$ cat config.mk
export PLATFORM = sky130hd
export DESIGN_NAME = dmem_arbiter
export DESIGN_NICKNAME = d
export VERILOG_FILES = /design/src/rtl/dmem_arbiter.sv
export SDC_FILE = /design/constraint.sdc
export NUM_CORES = 1
export LEC_CHECK = 0
export CORE_MARGIN = 2
export CORE_UTILIZATION = 31
export DETAILED_ROUTE_END_ITERATION = 12
export GPL_TIMING_DRIVEN = 0
export PLACE_DENSITY = 0.67
export SLEW_MARGIN = 20
export SYNTH_ARGS = -nofsm -noshare
export SYNTH_HDL_FRONTEND = slang
export SYNTH_SLANG_ARGS = --single-unit
$ cat constraint.sdc
create_clock -name clk -period 2.8 [get_ports clk]
set_clock_uncertainty 0.15 [all_clocks]
set_input_delay 0.56 -clock clk [delete_from_list [all_inputs] [get_ports clk]]
set_output_delay 0.56 -clock clk [all_outputs]
set_load 0.05 [all_outputs]
$ cat src/rtl/dmem_arbiter.sv
// rtl/dmem_arbiter.sv - two-port data-memory arbiter and IDLE/ISSUE/RESP sequencer (option: DMEM_ARB_ROUND_ROBIN_EN)
module dmem_arbiter #(
  parameter int ADDR_W = 32,
  parameter int DATA_W = 32
) (
  input  logic              clk,
  input  logic              rstn,
  input  logic              p0ReqValid,
  output logic              p0ReqReady,
  input  logic [ADDR_W-1:0] p0Addr,
  input  logic [DATA_W-1:0] p0Wdata,
  input  logic [2:0]        p0MemOp,
  input  logic              p0We,
  output logic              p0RespValid,
  output logic [DATA_W-1:0] p0Rdata,
  output logic              p0Err,
  input  logic              p1ReqValid,
  output logic              p1ReqReady,
  input  logic [ADDR_W-1:0] p1Addr,
  input  logic [DATA_W-1:0] p1Wdata,
  input  logic [2:0]        p1MemOp,
  input  logic              p1We,
  output logic              p1RespValid,
  output logic [DATA_W-1:0] p1Rdata,
  output logic              p1Err,
  output logic [ADDR_W-1:0] memAddr,
  output logic [DATA_W-1:0] memDin,
  output logic [2:0]        memOp,
  output logic              memWe,
  input  logic [DATA_W-1:0] memDout
);

  typedef enum logic [1:0] {
    IDLE  = 2'd0,
    ISSUE = 2'd1,
    RESP  = 2'd2
  } state_t;

  state_t state_q, state_d;

  logic [ADDR_W-1:0] addr_q, addr_d;
  logic [DATA_W-1:0] wdata_q, wdata_d;
  logic [2:0]        op_q, op_d;
  logic              we_q, we_d;
  logic              port_q, port_d;
  logic              err_q, err_d;

  logic              rv0_q, rv0_d, rv1_q, rv1_d;
  logic [DATA_W-1:0] rd0_q, rd0_d, rd1_q, rd1_d;
  logic              er0_q, er0_d, er1_q, er1_d;

  logic              grant0, grant1, prefer_p0, hs;
  logic [ADDR_W-1:0] sel_addr;
  logic [DATA_W-1:0] sel_wdata;
  logic [2:0]        sel_op;
  logic              sel_we, sel_err, resp_fire;
  logic [DATA_W-1:0] rdata_fmt;

  // Illegal encodings, signed-size stores and misaligned halfword/word accesses.
  function automatic logic access_err(input logic [1:0] lo, input logic [2:0] op,
                                      input logic we);
    case (op)
      3'd0:    access_err = 1'b0;
      3'd4:    access_err = we;
      3'd1:    access_err = lo[0];
      3'd5:    access_err = we | lo[0];
      3'd2:    access_err = |lo;
      default: access_err = 1'b1;
    endcase
  endfunction

`ifdef DMEM_ARB_ROUND_ROBIN_EN
  logic last_q, last_d;

  // Holds the id of the port granted last; reset value 1 lets p0 win first.
  always_ff @(posedge clk or negedge rstn) begin
    if (!rstn) last_q <= 1'b1;
    else       last_q <= last_d;
  end

  always_comb begin
    last_d = last_q;
    if (hs) last_d = grant1;
  end

  assign prefer_p0 = last_q;
`else
  assign prefer_p0 = 1'b1;
`endif

  assign grant0 = p0ReqValid & (~p1ReqValid | prefer_p0);
  assign grant1 = p1ReqValid & ~grant0;
  assign hs     = p0ReqReady | p1ReqReady;

  assign sel_addr  = grant1 ? p1Addr  : p0Addr;
  assign sel_wdata = grant1 ? p1Wdata : p0Wdata;
  assign sel_op    = grant1 ? p1MemOp : p0MemOp;
  assign sel_we    = grant1 ? p1We    : p0We;
  assign sel_err   = access_err(sel_addr[1:0], sel_op, sel_we);

  // State register
  always_ff @(posedge clk or negedge rstn) begin
    if (!rstn) state_q <= IDLE;
    else       state_q <= state_d;
  end

  // Next-state logic
  always_comb begin
    state_d = state_q;
    case (state_q)
      IDLE:    if (hs) state_d = ISSUE;
      ISSUE:   state_d = RESP;
      RESP:    state_d = IDLE;
      default: state_d = IDLE;
    endcase
  end

  // Output logic
  always_comb begin
    p0ReqReady = 1'b0;
    p1ReqReady = 1'b0;
    memWe      = 1'b0;
    if (rstn && (state_q == IDLE)) begin
      p0ReqReady = grant0;
      p1ReqReady = grant1;
    end
    if (state_q == ISSUE) memWe = we_q & ~err_q;
  end

  // Captured request; also feeds the memory, so it holds its last value when idle.
  always_comb begin
    addr_d  = addr_q;
    wdata_d = wdata_q;
    op_d    = op_q;
    we_d    = we_q;
    port_d  = port_q;
    err_d   = err_q;
    if (hs) begin
      addr_d  = sel_addr;
      wdata_d = sel_wdata;
      op_d    = sel_op;
      we_d    = sel_we;
      port_d  = grant1;
      err_d   = sel_err;
    end
  end

  always_ff @(posedge clk or negedge rstn) begin
    if (!rstn) begin
      addr_q  <= '0;
      wdata_q <= '0;
      op_q    <= '0;
      we_q    <= 1'b0;
      port_q  <= 1'b0;
      err_q   <= 1'b0;
    end else begin
      addr_q  <= addr_d;
      wdata_q <= wdata_d;
      op_q    <= op_d;
      we_q    <= we_d;
      port_q  <= port_d;
      err_q   <= err_d;
    end
  end

  // Response is sampled at the end of RESP and presented for exactly one cycle.
  assign resp_fire = (state_q == RESP);
  assign rdata_fmt = (resp_fire & ~we_q & ~err_q) ? memDout : '0;

  always_comb begin
    rv0_d = resp_fire & ~port_q;
    rv1_d = resp_fire & port_q;
    rd0_d = rv0_d ? rdata_fmt : '0;
    rd1_d = rv1_d ? rdata_fmt : '0;
    er0_d = rv0_d & err_q;
    er1_d = rv1_d & err_q;
  end

  always_ff @(posedge clk or negedge rstn) begin
    if (!rstn) begin
      rv0_q <= 1'b0;
      rv1_q <= 1'b0;
      rd0_q <= '0;
      rd1_q <= '0;
      er0_q <= 1'b0;
      er1_q <= 1'b0;
    end else begin
      rv0_q <= rv0_d;
      rv1_q <= rv1_d;
      rd0_q <= rd0_d;
      rd1_q <= rd1_d;
      er0_q <= er0_d;
      er1_q <= er1_d;
    end
  end

  assign memAddr     = addr_q;
  assign memDin      = wdata_q;
  assign memOp       = op_q;
  assign p0RespValid = rv0_q;
  assign p1RespValid = rv1_q;
  assign p0Rdata     = rd0_q;
  assign p1Rdata     = rd1_q;
  assign p0Err       = er0_q;
  assign p1Err       = er1_q;

endmodule

==> Word level (Yosys, flattened, before mapping) <==
Index checks and enable logic that the tools add are counted.
W data, S select, Z words.
{ "word_totals": {"out_inout_bits": 138, "inputBits": 172, "ff_bits": 140, "word_cells": 51} }
{ "classes": {"muxes": 13, "eq_ne": 7, "bitwise_logic": 14, "reduce_logical": 4} }
{ "ops": {"columns": ["operator", "count"], "rows": [
  ["$mux W32", 5],
  ["$and A1 B1 Y1", 8],
  ["$eq A3 B3 Y1 const B", 2],
  ["$pmux W1 S5", 1],
  ["$mux W1", 4],
  ["$not A1 Y1", 4],
  ["$pmux W2 S2", 1],
  ["$eq A3 B1 Y1 const B", 1],
  ["$eq A3 B2 Y1 const B", 1],
  ["$logic_not A3 Y1", 1],
  ["$mux W3", 1],
  ["$eq A2 B1 Y1 const B", 1],
  ["$eq A2 B2 Y1 const B", 1],
  ["$logic_not A2 Y1", 1],
  ["$mux W2", 1],
  ["$ne A2 B2 Y1 const B", 1],
  ["$or A1 B1 Y1", 2],
  ["$reduce_or A2 Y1", 1],
  ["$logic_and A1 B1 Y1", 1]
]} }

==> Depth between registers and ports, before layout <==
Gate-level depths: netlist of the first run.
{ "logic_depth": {"depth_word": 6, "ltp_mapped": 6, "depth_no_buf": 4} }

==> Least setup slack after synthesis of the first run <==
No wires, ideal clock.
{ "synth_path": {"kind": "input port to output port", "startpoint": "in rstn", "endpoint": "out p1ReqReady", "path_slack_ps": 846, "arrival_time_ps": 1244, "path_buffers": 0, "required_time_ps": 2090, "stages": 2, "cell_sequence": "nor3b_2 > and3b_1"} }
{ "synth_between": {"elab_chain_len": 2} }
{ "synth_lines": {"columns": ["element", "line_no", "text"], "rows": [
  ["start: declaration", "7", "input logic rstn,"],
  ["$logic_and A1 B1 Y1", "123", "if (rstn && (state_q == IDLE)) begin"],
  ["$mux W1", "123", null],
  ["end: declaration", "18", "output logic p1ReqReady,"]
]} }
No other way between the ends.

==> Worst setup path after layout of the first run <==
{ "layout_path": {"startpoint": "reg state_q[0]", "endpoint": "out p0ReqReady"} }
{ "layout_between": {"elab_chain_len": 3} }
{ "layout_lines": {"columns": ["element", "line_no", "text"], "rows": [
  ["start: declaration", "39", "state_t state_q, state_d;"],
  ["start signal: assignment", "104", "else state_q <= state_d;"],
  ["$logic_not A2 Y1", "123", null],
  ["$logic_and A1 B1 Y1", "123", null],
  ["$mux W1", "123", null],
  ["end: declaration", "9", "output logic p0ReqReady,"]
]} }
No other way between the ends.

==> results of run 1 <==
-- synth_stat cells --
cell / number / share of area
and2_1: 67 / 0.076
mux2i_1: 68 / 0.12
dfrtp_1: 140 / 0.63
buf_4: 6 / 0.0082
nand2b_1: 1 / 0.0011
nor2b_1: 1 / 0.0011
clkbuf_2: 3 / 0.0027
clkbuf_1: 3 / 0.0020
o21a_2: 1 / 0.0016
a21oi_1: 70 / 0.063
buf_6: 1 / 0.0020
buf_2: 16 / 0.015
nor2_1: 70 / 0.048
nor3b_2: 4 / 0.0091
nor4_1: 1 / 0.0011
o41ai_1: 1 / 0.0016
a221oi_1: 2 / 0.0032
and3b_1: 3 / 0.0048
o32a_1: 1 / 0.0018
-- logic make-up after synthesis --
family,after synthesis,share of synthesized area
compound gates,75,0.0716
buf+inv,29,0.0295
flops,140,0.635
mux,68,0.123
simple gates,147,0.141
-- what timing repair did --
item / 4_1_cts / 5_1_grt
hold buffers: 3 / 0
endpoints found under the setup margin: 2 / 1
endpoints found under the hold margin: 48 / 0
resized for setup: 8 / 1
setup buffers: 0 / 0
cloned: 1 / 0
-- how the worst max path moves through the flow --
| stage | slack [ns] | from | endpoint |
|---|---|---|---|
| after detailed placement | -0.70 | rstn | p0ReqReady |
| after CTS | 0.02 | state_q[0] | memWe |
| after global placement | -5.36 | rstn | p0ReqReady |
| final | 0.43 | state_q[0] | p0ReqReady |
| after floorplan | 0.85 | rstn | p1ReqReady |
| after global routing | 0.31 | state_q[0] | p0ReqReady |
-- where the power goes --
part	switching (mW)	internal (mW)
Combinational	1.38	0.841
Sequential	0.152	2.28
Clock	0.816	1.40
Total	2.35	4.52
-- stage by stage --
stage / power (mW) / area, um2
6_report: 6.87 / 9650
5_1_grt: 7.18 / 9650
4_1_cts: 6.97 / 9650
3_5_place_dp: 4.69 / 8930
3_3_place_gp: 4.64 / 8890
2_1_floorplan: 3.71 / 5520
-- worst register-to-register path: stages (launching register included) --
cell and delay [ns]:
dfrtp_1 0.43, and3b_1 0.27, nor3b_2 0.34, clkbuf_1 0.39, and2_1 0.20
-- layout make-up --
| cell class | instances | share of cell area |
|---|---|---|
| Clock inverter | 10 | 0.0119 |
| Multi-Input combinational cell | 290 | 0.193 |
| Timing Repair Buffer | 314 | 0.337 |
| Clock buffer | 21 | 0.0498 |
| Sequential cell | 140 | 0.363 |
| Buffer | 29 | 0.0169 |
| Tap cell | 225 | 0.0292 |
-- sequential cells by signal, indices dropped and copies added, names as in the netlist, 2 cells and up --
name	flops
memAddr	32
memDin	32
p0Rdata	32
p1Rdata	32
memOp	3
state_q	2
-- layer usage --
layer | up-vias | GRT usage | routed length (um)
met5 | - | 0 | 0
met4 | 0 | 0.0533 | 188
met3 | 15 | 0.0740 | 1810
met2 | 195 | 0.332 | 9160
met1 | 2226 | 0.198 | 6410
li1 | 2211 | - | -
==> results_dict.tcl, run 1 <==
set metrics [dict create \
    status "finished, final reports clean" \
    endpoint_kind "output pin" \
    cts_max_path_buffers 2 \
    pre_cts_ws_ns -0.703 \
    vias 4647 \
    routed_wl_mm 17.6 \
    overflow 0 \
    grt_pass1_vias 4790 \
    grt_pass1_wl_mm 25.8 \
    die_w_um 137 \
    ys_seq_area_frac 0.635 \
    multiInputGateArea_mm2 0.00186 \
    finalSetupViolCount 0 \
    crit_chain "nor3b_4 -> and2_1 -> clkdlybuf4s15_2" \
    fmax_ghz 0.423 \
    wire_per_inst_um 17.1 \
    drive_gt1_frac 0.0871 \
    ir_drop_mv 0.375 \
    synth_nets 631 \
    hold_violations 0 \
    rows 48 \
    cts_made_buffers 17 \
    min_path_type "primary input to asynchronous set/reset pin" \
    root_buffer "clkbuf_16" \
    max_stage_delay_ns 0.43 \
    p_leak_nw 4.45 \
    drtAntennaViolNets 0 \
    antenna_cells 0 \
    ys_warn_count 0 \
    area_growth_pct 74.9 \
    syn_area_mm2 0.00552 \
    rsz0062_at_grt "false" \
    fin_crit_ns 2.37 \
    timing.rr.start "state_q[0]" \
    vias_per_cell 4.52 \
    drt_iter0_drc 141 \
    netlist_instances 459 \
    reg2reg_depth 4 \
    initial_core_util 0.318 \
    arrival_ns 1.66 \
    io_pins 310 \
    seqCellArea_mm2 0.00350 \
    final_max_slew_viol_count 0 \
    crit_type "register to output pin" \
    dp.cells 994 \
    core_mm2 0.0174 \
    path_buf_inv 1 \
    fp.dieArea_mm2 0.0189 \
    fin_nets 964 \
    finalCoreUtilization 0.556 \
    die_h_um 137 \
    ys_ff_latch 140 \
    portBuffers 309 \
    cp_slowest_cell "dfrtp_1" \
    cp_num_cells 3 \
    clkLatencyLatePin_ns 0.41 \
    r2r-end "p1Rdata[28]" \
    clkTransAtPathRegs_ns 0.06 \
    crit_required_ns 2.09 \
    antenna_found_initial 0 \
    hpwl_mm 13.6 \
    final_common_cell "clkdlybuf4s50_1" \
    cap_violations 0 \
    syn_area_per_cell_um2 12.0 \
    timing.setup.tns_ns 0 \
    r2r_slack_ns 0.95 \
    holdWs_ns 0.0570 \
    stdcell_count 1029 \
    clock_sinks 140 \
    cts_tree "yes" \
    n_fill_cell 1477 \
    grt_use_total 0.184 \
    drtPass1Iterations 5 \
    p_per_area_mw_per_mm2 711 \
    gp_congestion 0.753 \
    period_share 0.845 \
    grt_max_degree 49 \
    cts_htree_levels 4 \
    path_delay_family "flip-flops" \
    relSlewSlack 0.611 \
    drc 0 \
    critical_path_peak_fanout 4 \
    yosysUniqueCellTypes 19 \
    tightest_slew_ns 0.581 \
    critPathLaunchType "register" \
    final_cell_mix "clkdlybuf4s50_1, dfrtp_1, nor2_1, a21oi_1, mux2i_1" \
    layout_setup_ws_ns 0.433 \
]
No activity file was read; power rests on OpenSTA's default activity.
==> inputs of run 2 (changes only) <==
clock period = 2.2 ns   (was 2.8 ns; I/O delays follow)
==> results_dict.tcl, run 2 (synthesis gave the netlist of run 1 again) <==
set metrics [dict create \
    status "finished, final reports clean" \
    layout_setup_ws_ns 0.0305 \
    drt_iter0_drc 135 \
    cts_tree "yes" \
    grt_max_degree 47 \
    arrival_ns 1.58 \
    hpwl_mm 13.6 \
    clock_power_share 0.325 \
    grt_use_total 0.187 \
    pre_cts_ws_ns -1.06 \
    grt_pass1_vias 4828 \
    cap_violations 0 \
    area_growth_pct 77.9 \
    grt_pass1_wl_mm 26.1 \
    timing.rr.start "state_q[0]" \
    hold_violations 0 \
    reg2reg_depth 4 \
    gp_congestion 0.753 \
    min_path_type "register to register" \
    portBuffers 309 \
    final_cell_mix "clkdlybuf4s50_1, dfrtp_1, nor2_1, a21oi_1, mux2i_1" \
    drtAntennaViolNets 0 \
    rsz0062_at_grt "false" \
    r2r-end "p1Rdata[28]" \
    p_per_area_mw_per_mm2 884 \
    routed_wl_mm 17.9 \
    io_pins 310 \
    tightest_slew_ns 0.575 \
    rows 48 \
    crit_required_ns 1.61 \
    power_switching_mw 2.99 \
    period_share 0.986 \
    final_common_cell "clkdlybuf4s50_1" \
    p_leak_nw 5.06 \
    cts_setup_buffers 0 \
    crit_type "register to output pin" \
    antenna_cells 0 \
    cp_num_cells 1 \
    fp.dieArea_mm2 0.0189 \
    vias_per_cell 4.50 \
    cts_made_buffers 17 \
    wire_per_inst_um 17.3 \
    fin_nets 969 \
    clkTransAtPathRegs_ns 0.06 \
    critPathLaunch "memDin[6]" \
    drive_gt1_frac 0.0902 \
    seqPwrFrac 0.356 \
    fmax_ghz 0.461 \
    cell_internal_pwr_mw 5.69 \
    cts_htree_levels 4 \
    die_w_um 137 \
    clkLatencyLatePin_ns 0.41 \
    die_h_um 137 \
    timing.setup.tns_ns 0 \
    path_buf_inv 1 \
    final_max_slew_viol_count 0 \
    max_stage_delay_ns 0.82 \
    critPathCapture "memDin[6]" \
    swShare 0.344 \
    ir_drop_mv 0.481 \
    antenna_found_initial 0 \
    core_mm2 0.0174 \
    root_buffer "clkbuf_16" \
    path_delay_family "buffers and inverters" \
    cts_max_path_buffers 2 \
    critical_path_peak_fanout 2 \
    initial_core_util 0.318 \
    crit_chain "clkdlybuf4s50_1" \
    drc 0 \
    endpoint_kind "output pin" \
    clock_sinks 140 \
    r2r_slack_ns 0.32 \
    cp_slowest_cell "clkdlybuf4s50_1" \
    vias 4658 \
    n_fill_cell 1484 \
    critPathLaunchType "register" \
    drtPass1Iterations 4 \
    relSlewSlack 0.618 \
    fin_crit_ns 2.17 \
    pwr-share-comb 0.319 \
    finalSetupViolCount 0 \
    overflow 0 \
]
run 2: changes by cell type in the layout (fill, tap and decap cells not counted):
cell             previous run  this run
dlygate4sd3_1               0         3
buf_2                      16        17
bufbuf_16                   1         3
clkdlybuf4s50_1           305       234
buf_4                       6         8
buf_12                      1         3
dlygate4sd2_1               0        20
buf_16                      4         2
dlymetal6s2s_1              1        51
clkdlybuf4s15_2             2         0
run 2: final cells by class:
class,instances,area [um2],area share
Buffer,29,163,0.0166
Timing Repair Buffer,319,3420,0.348
Sequential cell,140,3500,0.357
Clock inverter,10,115,0.0117
Multi-Input combinational cell,290,1860,0.189
Tap cell,225,282,0.0287
Clock buffer,21,480,0.0489
run 2: worst min path at each step:
stage	start	to	slack, ns	cells past startpoint
4_1_cts	memDin[22]	memDin[22]	0.38	2
2_1_floorplan	rstn	err_q	-0.006	0
6_report	port_q	p0RespValid	0.36	1
3_5_place_dp	rstn	p1Rdata[10]	0.22	1
5_1_grt	memDin[22]	memDin[22]	0.39	2
3_3_place_gp	state_q[1]	state_q[1]	0.32	1
run 2: repair_timing:
action	4_1_cts	5_1_grt
gates cloned	3	0
endpoints found under the hold margin	71	0
endpoints found under the setup margin	92	51
hold buffers	6	0
resized for setup	40	51
run 2: per-stage QoR:
| step | total power [mW] | utilization | area (um2) | hold WS (ns) | instances |
|---|---|---|---|---|---|
| after global routing | 9.07 | 0.566 | 9820 | 0.391 | 1034 |
| after CTS | 8.82 | 0.558 | 9690 | 0.380 | 1034 |
| after floorplan | 4.72 | - | 5520 | -0.00559 | 459 |
| after global placement | 5.91 | 0.512 | 8890 | 0.325 | 993 |
| after detailed placement | 5.96 | 0.514 | 8930 | 0.216 | 994 |
| final | 8.68 | 0.566 | 9820 | 0.360 | 1034 |
run 2: power by group through the flow:
stage | clock, mW | combinational (mW) | sequential [mW]
after floorplan | 0 | 0.483 | 4.24
after global placement | 0 | 2.78 | 3.13
after detailed placement | 0 | 2.82 | 3.14
after CTS | 2.91 | 2.81 | 3.10
after global routing | 3.03 | 2.91 | 3.13
final | 2.82 | 2.77 | 3.09
run 2: routing by layer:
layer  routed length, um  share of wire  track usage  vias to the layer above
met2                9310           0.52        0.335                      193
met4                 187          0.010       0.0533                        0
li1                    -              -            -                     2220
met5                   0              0            0                        -
met3                1800           0.10       0.0736                       15
met1                6640           0.37        0.204                     2230
